[config.mk]
export PLATFORM = sky130hd
export DESIGN_NAME = program_loader
export DESIGN_NICKNAME = d
export VERILOG_FILES = /design/src/rtl/loader_pkg.sv /design/src/rtl/run_watchdog.sv /design/src/rtl/program_loader.sv
export SDC_FILE = /design/constraint.sdc
export NUM_CORES = 1
export LEC_CHECK = 0
export ABC_AREA = 1
export CAP_MARGIN = 20
export CORE_AREA = 2 2 79 81
export CTS_CLUSTER_DIAMETER = 100
export CTS_CLUSTER_SIZE = 40
export DETAILED_ROUTE_END_ITERATION = 6
export DIE_AREA = 0 0 81 83
export PLACE_DENSITY = 0.82
export SETUP_SLACK_MARGIN = 0.02
export SYNTH_ARGS = -nofsm -noshare
export SYNTH_HDL_FRONTEND = slang
export SYNTH_SLANG_ARGS = --single-unit
[constraint.sdc]
create_clock -name clock -period 3.1 [get_ports clock]
set_input_delay 0.31 -clock clock [delete_from_list [all_inputs] [get_ports clock]]
set_output_delay 0.31 -clock clock [all_outputs]
set_load 0.02 [all_outputs]
[src/rtl/loader_pkg.sv]
// rtl/loader_pkg.sv - shared state encoding and run counter constants for the program loader
package loader_pkg;

   typedef enum logic [2:0] {
      S_IDLE  = 3'd0,
      S_LOAD  = 3'd1,
      S_FLUSH = 3'd2,
      S_RUN   = 3'd3,
      S_DONE  = 3'd4,
      S_ERROR = 3'd5
   } state_t;

   localparam int RUN_CNT_WIDTH = 16;
   localparam logic [RUN_CNT_WIDTH-1:0] SAT_MAX = 16'hFFFF;

endpackage

[src/rtl/run_watchdog.sv]
// rtl/run_watchdog.sv - saturating run cycle counter with clear/enable and timeout compare
module run_watchdog
   import loader_pkg::*;
#(
   parameter int TIMEOUT = 1000
) (
   input  logic                     clock,
   input  logic                     resetn,
   input  logic                     i_clear,
   input  logic                     i_enable,
   output logic [RUN_CNT_WIDTH-1:0] o_count,
   output logic                     o_timeout
);

   logic [RUN_CNT_WIDTH-1:0] r_count;
   logic [RUN_CNT_WIDTH:0]   w_next;

   // One extra bit so the compare never wraps when the counter sits at its maximum.
   assign w_next    = {1'b0, r_count} + (RUN_CNT_WIDTH+1)'(1);
   // Fires in the cycle whose closing edge would bring the count to TIMEOUT.
   assign o_timeout = i_enable && (w_next >= (RUN_CNT_WIDTH+1)'(TIMEOUT));
   assign o_count   = r_count;

   // Count enabled cycles, holding at the saturation value; clear wins over enable.
   always_ff @(posedge clock or negedge resetn) begin
      if (!resetn) begin
         r_count <= '0;
      end else if (i_clear) begin
         r_count <= '0;
      end else if (i_enable && (r_count != SAT_MAX)) begin
         r_count <= w_next[RUN_CNT_WIDTH-1:0];
      end
   end

endmodule

[src/rtl/program_loader.sv]
// rtl/program_loader.sv - streams a program into instruction memory, runs the processor, watches halt
module program_loader
   import loader_pkg::*;
#(
   parameter int ADDR_WIDTH = 8,
   parameter int MAX_WORDS  = 256,
   parameter int TIMEOUT    = 1000
) (
   input  logic                     clock,
   input  logic                     resetn,
   input  logic                     start,
   input  logic                     in_valid,
   input  logic [15:0]              in_data,
   input  logic                     in_last,
   output logic                     in_ready,
   output logic                     mem_we,
   output logic [ADDR_WIDTH-1:0]    mem_addr,
   output logic [15:0]              mem_wdata,
   output logic                     cpu_resetn,
   input  logic                     cpu_halt,
   output logic                     busy,
   output logic                     done,
   output logic                     error,
   output logic [ADDR_WIDTH:0]      word_count,
   output logic [RUN_CNT_WIDTH-1:0] run_cycles
);

   localparam logic [ADDR_WIDTH:0] C_LAST_IDX = (ADDR_WIDTH+1)'(MAX_WORDS - 1);

   state_t                  r_state;
   logic                    r_in_ready;
   logic                    r_mem_we;
   logic [ADDR_WIDTH-1:0]   r_mem_addr;
   logic [15:0]             r_mem_wdata;
   logic                    r_cpu_resetn;
   logic                    r_busy;
   logic                    r_done;
   logic                    r_error;
   logic [ADDR_WIDTH:0]     r_word_count;

   logic                    w_start_ok;
   logic                    w_run_en;
   logic                    w_timeout;
   logic                    w_handshake;

   // start is only honoured while the loader is parked; RUN ignores it.
   assign w_start_ok  = start && ((r_state == S_IDLE) || (r_state == S_DONE) || (r_state == S_ERROR));
   assign w_run_en    = (r_state == S_RUN);
   assign w_handshake = in_valid && r_in_ready;

   run_watchdog #(
      .TIMEOUT (TIMEOUT)
   ) u_run_watchdog (
      .clock     (clock),
      .resetn    (resetn),
      .i_clear   (w_start_ok),
      .i_enable  (w_run_en),
      .o_count   (run_cycles),
      .o_timeout (w_timeout)
   );

   // Main sequencer: every output is a register updated alongside the state.
   always_ff @(posedge clock or negedge resetn) begin
      if (!resetn) begin
         r_state      <= S_IDLE;
         r_in_ready   <= 1'b0;
         r_mem_we     <= 1'b0;
         r_mem_addr   <= '0;
         r_mem_wdata  <= '0;
         r_cpu_resetn <= 1'b0;
         r_busy       <= 1'b0;
         r_done       <= 1'b0;
         r_error      <= 1'b0;
         r_word_count <= '0;
      end else begin
         r_mem_we <= 1'b0;
         case (r_state)
            S_IDLE, S_DONE, S_ERROR: begin
               if (w_start_ok) begin
                  r_state      <= S_LOAD;
                  r_in_ready   <= 1'b1;
                  r_busy       <= 1'b1;
                  r_done       <= 1'b0;
                  r_error      <= 1'b0;
                  r_cpu_resetn <= 1'b0;
                  r_word_count <= '0;
               end
            end
            S_LOAD: begin
               if (w_handshake) begin
                  r_mem_we     <= 1'b1;
                  r_mem_addr   <= r_word_count[ADDR_WIDTH-1:0];
                  r_mem_wdata  <= in_data;
                  r_word_count <= r_word_count + 1'b1;
                  if (in_last) begin
                     r_state    <= S_FLUSH;
                     r_in_ready <= 1'b0;
                  end else if (r_word_count == C_LAST_IDX) begin
                     // Capacity reached without a terminator: keep the word, flag overflow.
                     r_state    <= S_ERROR;
                     r_in_ready <= 1'b0;
                     r_busy     <= 1'b0;
                     r_error    <= 1'b1;
                  end
               end
            end
            S_FLUSH: begin
               r_state      <= S_RUN;
               r_cpu_resetn <= 1'b1;
            end
            S_RUN: begin
               if (cpu_halt) begin
                  r_state <= S_DONE;
                  r_busy  <= 1'b0;
                  r_done  <= 1'b1;
               end else if (w_timeout) begin
                  r_state      <= S_ERROR;
                  r_busy       <= 1'b0;
                  r_error      <= 1'b1;
                  r_cpu_resetn <= 1'b0;
               end
            end
            default: begin
               r_state <= S_IDLE;
            end
         endcase
      end
   end

   assign in_ready   = r_in_ready;
   assign mem_we     = r_mem_we;
   assign mem_addr   = r_mem_addr;
   assign mem_wdata  = r_mem_wdata;
   assign cpu_resetn = r_cpu_resetn;
   assign busy       = r_busy;
   assign done       = r_done;
   assign error      = r_error;
   assign word_count = r_word_count;

endmodule

==> results.tsv <==
metric	value	unit
cell mode on critical path	nand2_1	
P_leak	1.80	nW
TritonCTS clock tree	done	
starting density of the core	50.5	%
cell taking the most area after synthesis	dfrtp_1	
Die Area	6720	µm²
Congestion Overflow GR	0	
CTS resizes	0	
# diodes	0	
synthesized cell area	2940	µm²
Core Region	5820	µm²
CTS Buf Count	9	
via count	2709	
H-tree levels	3	
#FFs+latches synth	58	
post-DP HPWL	5100	µm
PwrDens	796	nW/µm²
crit path cell chain	inv_1 -> nand2_1 -> inv_2 -> nand2_1 -> nor2_2 -> buf_4 -> nor2_1 -> inv_1 -> nand2_1 -> nor2_1 -> nand2_1 -> o21ai_0 -> a21oi_1	
mean post-synth cell area	7.98	µm²
clock latency at the later pin of the worst-skew pair	0.33	ns
Max stage delay cell, worst path	dfrtp_1	
Setup crit start kind	flop	
Syn. warnings	0	
Tightest Pin Transition	0.942	ns
syn nets	393	
ys flop type	dfrtp_1	
VDD IR max	0.000477	V
Yosys top cell area share	49.4	%
clk slew on worst S/H paths	0.07	ns
first-pass GRT wire length	11700	µm
crit path max fanout	22	
drt wl/cell	12.9	µm
clk root buf	clkbuf_8	
drt via density	5.08	
sequential-to-total area share from yosys stat	49.4	%
antenna viol nets, final	0	
final wirelength	6860	µm
PortBufs	76	
worst r2r src	r_state[2]	
MaxCap Viol Count	0	
Hold WC Path Type	input pin to asynchronous set/reset pin	
DRC violations left	0	
Die Y	83	µm
Placer Congestion	0.893	
share of post-route cells with drive strength above 1	11.1	%
Fin Hold WS	0.121	ns
synthesis-to-finish area growth	37.5	%
maximum root-to-sink buffer count	2	
delay-heaviest family, CP	simple AND/OR/NAND/NOR gates	
final worst-path cycle share	67.0	%
Period minus WS final	2.08	ns
I/O Pins	77	
die width	81	µm
RSZ-0062 raised after global routing	false	
Post-Synthesis Cells	368	
Clock Sinks	58	
Power Total	3.21	mW
vias in the first global route	2761	
# hold bufs at CTS	0	
Worst EP arrival	2.29	ns
final net count	478	
Worst R2R Setup Slack	1.02	ns
Fin Setup TNS	0	ns
GRT Util Overall	22.0	%
Slew Viols, Final	0	
ys async rst share	100	%
row count	28	
Post-CTS Setup Bufs	0	
initial antenna violation count	0	
Worst EP required	3.31	ns
pin count of the biggest net entering global routing	44	
slowest stage delay, CP	0.38	ns
max frequency	0.482	GHz
RR Endpoint	word_count[4]	
Clock Skew	0.0110	ns
status	finished, final reports clean	
drt pass-1 iters	4	
synth top area cells	dfrtp_1 (49%), nand2_1 (17%), inv_1 (4.5%), nor2_1 (3.8%), o21ai_0 (3.4%)	
critical path type	flop to flop	
CP Capture Type	flop	
1st-iter DRT viols	135	
final core occ	69.4	%
synth unique cells	34	
Reg2Reg Depth	13	
Post-synth EDFFs	0	
final setup fails	0	
Hold Violations, Final	0	
CP Buf/Inv Count	4	
Slew HR	37.2	%
## cell usage after synthesis (all sizes together) (2+ instances only)
cell type and instances:
o21ai 23, dfrtp 58, o22ai 10, clkbuf 4, buf 2, inv 38, nand3 19, nor3 6
ha 3, nand2 139, nor2 41, clkinv 3, nand4 8, a21oi 7
## cell usage in the layout, fill, tap and decap left out, types with 3 or more instances in the layout
master           Yosys  final
nor2_1              30     30
ha_1                 3      3
nand2_2              3      3
nand4_1              8      8
inv_1               35     35
clkbuf_8             0     10
dfrtp_1             58     58
clkinv_1             3      3
o22ai_1              3      3
nor2_4               5      5
bufinv_16            0      3
buf_4                0      4
nand3_1             17     17
nor2_2               6      6
o21ai_0             20     20
a21oi_1              6      6
nand2_1            135    135
o22ai_2              7      7
nor3_1               6      6
clkdlybuf4s50_1      0     75
## where the power goes
| group | internal, mW | switching, mW |
|---|---|---|
| combinational | 0.514 | 0.757 |
| sequential | 0.944 | 0.122 |
| clock | 0.559 | 0.314 |
| total | 2.02 | 1.19 |
## state kept, by name, summed over array words and instances, names as in the netlist, 3 cells and up
signal / count
r_state: 3
mem_wdata: 16
u_run_watchdog.o_count: 16
word_count: 9
mem_addr: 8
## layout make-up
cell class              count  area [µm²]
repair buffers             80         786
clock inverters             6         113
fillers                   501        1780
multi-input cells         263        1290
well taps                  75        93.8
inverters                  41         161
flip-flops and latches     58        1450
clock buffers              10         138
## routing by layer
metal / GRT usage [%] / wire, µm / vias to the layer above
met1: 26.9 / 2950 / 1282
met2: 36.9 / 3440 / 69
li1: - / - / 1349
met4: 8.47 / 80 / 0
met5: 0 / 0 / -
met3: 5.43 / 392 / 9
## cell families (layout without fill, tap and decap cells)
| logic type | after synthesis | after routing | share of synthesized area, % |
|---|---|---|---|
| compound gates | 44 | 44 | 10.1 |
| xor+xnor | 1 | 1 | 0.298 |
| fa+ha+maj | 3 | 3 | 1.28 |
| buf+inv | 47 | 137 | 6.52 |
| flops | 58 | 58 | 49.4 |
| simple gates | 215 | 215 | 32.3 |
## how the worst max path moves through the flow
stage,from,to,cells after the start
final,r_state[2],word_count[4],13
after floorplan,u_run_watchdog.o_count[0],r_state[2],12
after global routing,r_state[2],word_count[4],13
after detailed placement,in_valid,word_count[4],11
after CTS,r_state[2],word_count[4],13
after global placement,in_valid,word_count[3],9
## metrics by stage
stage,setup WS (ns),cell area (µm²),instances
after global routing,0.729,4040,533
after floorplan,1.25,2940,368
after global placement,1.02,3780,517
after CTS,1.06,4040,533
final,1.02,4040,533
after detailed placement,0.963,3780,517
(Power assumes the default switching activity.)
